$ cat config.mk
export PLATFORM = sky130hd
export DESIGN_NAME = clock_tree_controller
export DESIGN_NICKNAME = d
export VERILOG_FILES = /design/src/rtl/clock_tree_controller.sv
export SDC_FILE = /design/constraint.sdc
export NUM_CORES = 1
export LEC_CHECK = 0
export ABC_AREA = 1
export BUFFER_PORTS_ARGS = -buffer_cell sky130_fd_sc_hd__buf_2
export CAP_MARGIN = 15
export CORE_UTILIZATION = 64
export DETAILED_ROUTE_END_ITERATION = 6
export HOLD_SLACK_MARGIN = 0.08
export PLACE_DENSITY_LB_ADDON = 0.2
export SETUP_SLACK_MARGIN = 0.05
export SYNTH_ARGS = -nofsm -noshare
export SYNTH_HDL_FRONTEND = slang
export SYNTH_SLANG_ARGS = --single-unit
$ cat constraint.sdc
create_clock -name GlobalClock -period 5.3 [get_ports GlobalClock]
set_clock_uncertainty 0.15 [all_clocks]
set_input_delay 0.265 -clock GlobalClock [delete_from_list [all_inputs] [get_ports GlobalClock]]
set_output_delay 0.265 -clock GlobalClock [all_outputs]
set_load 0.01 [all_outputs]
$ cat src/rtl/clock_tree_controller.sv
// Derives NR_OF_CHANNELS slow clock levels from one free-running base tick,
// with halt / run / single-step control and a channel-0 rising-edge counter.
module clock_tree_controller #(
    parameter int          NR_OF_CHANNELS = 2,
    parameter int          TICK_BITS      = 32,
    parameter int          RELOAD_VALUE   = 200000,
    parameter int          HIGH_TICKS     = 1,
    parameter int          LOW_TICKS      = 1,
    parameter logic [63:0] CH_DIV         = '0
) (
    input  logic                      GlobalClock,
    input  logic                      RST,
    input  logic [1:0]                Mode,
    input  logic                      Go,
    output logic [NR_OF_CHANNELS-1:0] ClkLevel,
    output logic [NR_OF_CHANNELS-1:0] ClkRise,
    output logic [NR_OF_CHANNELS-1:0] ClkFall,
    output logic                      Running,
    output logic [31:0]               CycleCount,
    output logic [1:0]                fsm_state
);

    localparam int MAX_TICKS = (HIGH_TICKS > LOW_TICKS) ? HIGH_TICKS : LOW_TICKS;
    localparam int PH_W      = (MAX_TICKS > 1) ? $clog2(MAX_TICKS) : 1;
    localparam logic [TICK_BITS-1:0] RELOAD_M1 = TICK_BITS'(RELOAD_VALUE - 1);
    localparam logic [PH_W-1:0]      HIGH_END  = PH_W'(HIGH_TICKS - 1);
    localparam logic [PH_W-1:0]      LOW_END   = PH_W'(LOW_TICKS - 1);

    typedef enum logic [1:0] {
        HALT = 2'd0,
        RUN  = 2'd1,
        STEP = 2'd2
    } state_t;

    state_t                    state, state_nxt;
    logic [TICK_BITS-1:0]      tick_cnt;
    logic                      base_tick;
    logic                      go_q;
    logic                      go_rise;
    logic                      mode_run;
    logic                      mode_step;
    logic                      adv_en;
    logic [7:0]                presc [NR_OF_CHANNELS];
    logic [PH_W-1:0]           phase [NR_OF_CHANNELS];
    logic [NR_OF_CHANNELS-1:0] adv;
    logic [NR_OF_CHANNELS-1:0] flip;

    assign base_tick = (tick_cnt == '0);
    assign go_rise   = Go & ~go_q;
    assign mode_run  = (Mode == 2'b01);
    assign mode_step = (Mode == 2'b10);
    assign Running   = (state != HALT);
    assign fsm_state = state;

    // Tick generator ignores the FSM so the base period never drifts.
    always_ff @(posedge GlobalClock) begin
        if (RST) begin
            tick_cnt <= RELOAD_M1;
        end else if (base_tick) begin
            tick_cnt <= RELOAD_M1;
        end else begin
            tick_cnt <= tick_cnt - TICK_BITS'(1);
        end
    end

    // Resetting to 1 means a Go held high across reset release is not an edge.
    always_ff @(posedge GlobalClock) begin
        if (RST) begin
            go_q  <= 1'b1;
            state <= HALT;
        end else begin
            go_q  <= Go;
            state <= state_nxt;
        end
    end

    // Once a stop is pending with channel 0 low, no further advance may start a new period.
    always_comb begin
        state_nxt = state;
        adv_en    = 1'b0;
        case (state)
            HALT: begin
                if (mode_run) begin
                    state_nxt = RUN;
                end else if (go_rise && mode_step) begin
                    state_nxt = STEP;
                end
            end
            RUN: begin
                adv_en = mode_run || ClkLevel[0];
                if (!mode_run && !ClkLevel[0]) begin
                    state_nxt = HALT;
                end
            end
            STEP: begin
                adv_en = !ClkFall[0];
                if (ClkFall[0]) begin
                    state_nxt = HALT;
                end
            end
            default: state_nxt = HALT;
        endcase
    end

    always_comb begin
        adv  = '0;
        flip = '0;
        for (int c = 0; c < NR_OF_CHANNELS; c++) begin
            adv[c]  = base_tick && adv_en && (presc[c] == CH_DIV[8*c +: 8]);
            flip[c] = adv[c] && (ClkLevel[c] ? (phase[c] == HIGH_END) : (phase[c] == LOW_END));
        end
    end

    always_ff @(posedge GlobalClock) begin
        if (RST) begin
            for (int c = 0; c < NR_OF_CHANNELS; c++) begin
                presc[c] <= '0;
                phase[c] <= '0;
            end
            ClkLevel   <= '0;
            ClkRise    <= '0;
            ClkFall    <= '0;
            CycleCount <= '0;
        end else begin
            for (int c = 0; c < NR_OF_CHANNELS; c++) begin
                if (base_tick && adv_en) begin
                    presc[c] <= adv[c] ? 8'd0 : presc[c] + 8'd1;
                end
                if (adv[c]) begin
                    phase[c] <= flip[c] ? '0 : phase[c] + PH_W'(1);
                end
            end
            ClkLevel <= ClkLevel ^ flip;
            ClkRise  <= flip & ~ClkLevel;
            ClkFall  <= flip & ClkLevel;
            if (flip[0] && !ClkLevel[0]) begin
                CycleCount <= CycleCount + 32'd1;
            end
        end
    end

endmodule
# --- After elaboration in Yosys (flattened, before gate mapping) ---
# Memories as Yosys holds them, arrays and structs flattened.
# Cells that the tools add are included.
classes:
  n_eq_ne: 7
  bitwise_logic: 12
  n_reduce_logical: 19
  muxes: 25
  add_sub_neg: 6
op_table:
  columns: ["cell", "n"]
  rows:
  - ["adder 32 x 1 -> 32 bit (second input constant)", 1]
  - ["zero test 32 bit", 1]
  - ["two-way mux 8 bit", 4]
  - ["subtractor 32 x 1 -> 32 bit (second input constant)", 1]
  - ["adder 8 x 1 -> 8 bit (second input constant)", 2]
  - ["zero test 8 bit", 2]
  - ["two-way mux 1 bit", 15]
  - ["logical AND 1 bit", 8]
  - ["two-way mux 2 bit", 4]
  - ["one-hot mux 2 bit (3 select lines)", 1]
  - ["bitwise AND 2 bit", 2]
  - ["equality test 2 x 1 -> 1 bit (second input constant)", 2]
  - ["equality test 2 bit (second input constant)", 2]
  - ["!= test 2 bit (second input constant)", 2]
  - ["OR 1 bit", 4]
  - ["zero test 1 bit", 3]
  - ["!= test 3 bit (second input constant)", 1]
  - ["inverter 1 bit", 3]
  - ["AND reduction 3 bit", 1]
  - ["adder 1 bit (second input constant)", 2]
  - ["zero test 2 bit", 1]
  - ["inverter 2 bit", 1]
  - ["one-hot mux 1 bit (2 select lines)", 1]
  - ["nonzero test 2 bit", 1]
  - ["4 further kinds", 4]
word_totals:
  word_cells: 78
  register_bits: 73
  ramBits: 18
  n_memories: 2
  output_inout_bits: 41
memory_table:
  columns: ["name", "words", "width", "rd", "rd_clocked_by_memory_dff", "write_ports", "line", "rtl"]
  rows:
  - ["presc", 2, 8, 2, 0, 2, "43", "logic [7:0] presc [NR_OF_CHANNELS];"]
  - ["phase", 2, 1, 2, 0, 2, "44", "logic [PH_W-1:0] phase [NR_OF_CHANNELS];"]

# --- Longest topological paths before layout ---
depth:
  depth_word: 9
  ltp_mapped: 19
  mapped_depth_nobuf: 18

# --- Worst setup path before layout ---
# No wires, ideal clock.
synth_timing:
  kind: "register to register"
  start: "register tick_cnt[0]"
  end: "register CycleCount[20]"
  n_path_buf: 1
  setup_ns: 0.119
  period_less_slack_ns: 2.690
  setup_slack_ns: 2.610
  stages_incl_launch_ff: 17
  t_required_ns: 5.031
  arrival_ns: 2.421
  path_cell_list: "dfxtp_1 inv_1 ha_1 nand3_4 nor2_4 nand2_2 nor2_4 nand4_1 nor2_1 ha_1 buf_2 nand3_1 or2_2 nor2_2 nand2_1 o21ai_0 a21oi_1"
synth_between:
  elab_chain_cells: 5
synth_lines:
  columns: ["element", "line", "rtl"]
  rows:
  - ["from (decl)", "36", "logic [TICK_BITS-1:0] tick_cnt;"]
  - ["from (signal assigned)", "62", "tick_cnt <= tick_cnt - TICK_BITS'(1);"]
  - ["zero test 32 bit", "48", "assign base_tick = (tick_cnt == '0);"]
  - ["logical AND 1 bit (2 in a row)", "109", "adv[c] = base_tick && adv_en && (presc[c] == CH_DIV[8*c +: 8]);"]
  - ["logical AND 1 bit", "110", "flip[c] = adv[c] && (ClkLevel[c] ? (phase[c] == HIGH_END) : (phase[c] == LOW_END));"]
  - ["logical AND 1 bit", "136", "if (flip[0] && !ClkLevel[0]) begin"]
  - ["to (signal assigned)", "137", "CycleCount <= CycleCount + 32'd1;"]
  - ["to (decl)", "19", "output logic [31:0] CycleCount,"]
# Every way passes these cells.
# A chain may end at the register's enable or synchronous reset.

# --- Worst setup path after layout ---
layout_timing:
  start: "register tick_cnt[0]"
  end: "register CycleCount[15]"
# The elaborated chain is that of the path after synthesis.

==> impl_metrics.json <==
{
  "required_ns": 5.40,
  "mostFrequentLayoutCell": "nand2_1",
  "cts_buffers": 9,
  "p_comb_frac": 0.063,
  "worstSkewPairLatency_ns": 0.36,
  "cts_hold_buffers": 3,
  "worstSetupStartpointType": "flop",
  "cp_top_family": "simple AND/OR/NAND/NOR gates",
  "pwr_density_cell_nw_per_um2": 233,
  "dr.pass1.iters": 5,
  "relSlewSlack": 0.431,
  "io_pins": 46,
  "synthTopCellsByArea": "dfxtp_1 (30%), edfxtp_1 (11%), nand2_1 (11%), nor2_1 (11%), inv_1 (6.2%)",
  "layout_common_cells": "nand2_1 (144), nor2_1 (142), inv_1 (81), dfxtp_1 (73), buf_2 (45)",
  "grtUsageTotal": 0.274,
  "instances_no_fill": 832,
  "cts_max_path_buffers": 2,
  "p_sw_frac": 0.246,
  "grt_overflow": 0,
  "critical_path_class": "reg2reg",
  "area_growth_pct": 10.7,
  "seq_area_frac_synth": 0.411,
  "fmax_mhz": 320,
  "path_buf_inv": 2,
  "grt_pass1_vias": 4043,
  "cts_tree": "yes",
  "hold_violations": 0,
  "antenna_left": 0,
  "postSynthCellCount": 677,
  "cpPeakStageDelay_ns": 0.35,
  "maxCapViolations": 0,
  "setup-violations-final": 0,
  "critPathSlowestCell": "ha_1",
  "cts.htree.levels": 3,
  "setup_tns_ns": 0,
  "cts_root_buffer": "clkbuf_8",
  "power_switching_mw": 0.309,
  "arrival_ns": 3.23,
  "avgViaCountPerCell": 5.22,
  "worstPathMaxFanout": 7,
  "yosys_warnings": 0,
  "final_area_um2": 5390,
  "cts.clk_slew.worst_paths_ns": 0.09,
  "cts_setup_buffers": 0,
  "initial_core_util": 0.668,
  "outcome": "complete, no violations",
  "drt_iter0_markers": 192,
  "synth_seq_cells": 91,
  "rows": 31,
  "worst-r2r-setup-slack_ns": 2.17,
  "post-dp-hpwl_mm": 7.64,
  "globalplace.congestion": 0.948,
  "drt-total-wl_mm": 10.3,
  "clock_sink_count": 91,
  "syn_nets": 695,
  "hp-class": "in2reg",
  "antennaDiodeCount": 0,
  "maxSlewViolCount": 0,
  "avgSynthCellArea_um2": 7.19,
  "num_vias": 4340,
  "numPortBuffers": 45,
  "leakagePower_nw": 2.31,
  "pwr-share-clk": 0.358,
  "synthDistinctLibCells": 35,
  "grt_pass1_wl_mm": 17.1,
  "wl_per_cell_um": 12.4,
  "max-vdd-ir-drop_uv": 220,
  "place_area_um2": 5170,
  "drive_above_1_share": 0.147,
  "die_area_um2": 7960,
  "nets": 746,
  "antenna_found_initial": 0,
  "netlist_area_um2": 4870,
  "crit_chain": "inv_1 > ha_1 > nand3_4 > nor2_4 > nand2_2 > nor2_4 > nand4_1 > nor2_1 > ha_1 > inv_2 > nor2_1 > nand2_1 > nor2_2 > nand2_1 > o21ai_1 > a21oi_1",
  "drc": 0,
  "dieWidth_um": 89.2,
  "period_needed_ns": 3.13,
  "worst_slew_pin_slew_ns": 0.853,
  "grt_max_degree": 27,
  "rsz0062_at_grt": "no",
  "synth_top_area_frac": 0.300,
  "p_int_mw": 0.946,
  "die-height_um": 89.2,
  "post-route-period-util": 0.590,
  "cts_repair_resize_count": 0,
  "place_inst": 813,
  "synth_top_area_cell": "dfxtp_1",
  "pwr-share-seq": 0.580,
  "core_area_um2": 7290,
  "p_total_mw": 1.25,
  "critPathCaptureType": "flop"
}
path summary, 6_finish.rpt:
check | from | cells after the start | endpoint
setup / recovery | tick_cnt[0] | 16 | CycleCount[15]
hold / removal | RST | 2 | ClkLevel[1]
setup reg to reg | tick_cnt[0] | 16 | CycleCount[15]
hold reg to reg | tick_cnt[0] | 1 | tick_cnt[0]
power groups by stage:
stage          Combinational [mW]  Sequential, mW  Clock [mW]
6_report                   0.0789           0.727       0.449
4_1_cts                    0.0778           0.727       0.455
3_3_place_gp               0.0709           0.742           0
2_1_floorplan              0.0551           0.742           0
3_5_place_dp               0.0741           0.743           0
5_1_grt                    0.0878           0.730       0.487
stage by stage:
step           utilization  hold slack [ns]  worst slack [ns]
4_1_cts              0.739            0.177              2.20
2_1_floorplan            -            0.216              2.61
3_5_place_dp         0.709            0.228              2.23
3_3_place_gp         0.709            0.225              2.34
5_1_grt              0.739            0.197              1.84
6_report             0.739            0.170              2.17
registers in the layout, summed over array words and instances, names as in the netlist:
name and cells:
ClkLevel 2, fsm_state 2, ClkRise 2, tick_cnt 32, phase 2, go_q 1
presc 16, ClkFall 2, CycleCount 32
cells by family (layout without fill, tap and decap cells):
group                      after synthesis  in the layout  synth area share
and+or+nand+nor                        398            398             0.369
xor gates and xnor gates                31             31            0.0558
buffers and inverters                   98            154            0.0797
DFF                                     91             91             0.411
adders and majority gates               13             13            0.0334
AOI/OAI and AO/OA                       46             46            0.0514
synthesized netlist by cell type (all sizes together):
cell type and count:
a31oi 1, o21ai 15, nand3 40, nor3 27, ha 13, and2 1
nand2 148, clkbuf 4, edfxtp 18, buf 4, xnor2 15, inv 90
nor4 1, nand3b 2, or2 4, and3 1, a211oi 2, xor2 16
dfxtp 73, nor2 160, nand4 14, o21bai 2, a21boi 2, a21oi 24
final cells by class:
| cell class | instances | area [µm²] |
|---|---|---|
| multi-input combinational | 488 | 2480 |
| sequential | 91 | 2000 |
| fill | 610 | 1900 |
| inverter | 90 | 340 |
| timing repair buffer | 48 | 255 |
| clock buffer | 11 | 153 |
| tap | 99 | 124 |
| clock inverter | 5 | 36.3 |
layer usage:
layer,up-vias,global-route usage,share of wire
met3,18,0.0416,0.041
met1,1986,0.340,0.45
met2,99,0.484,0.49
li1,2237,-,-
met4,0,0.0981,0.017
met5,-,0,0
No activity file was read; power rests on OpenSTA's default activity.
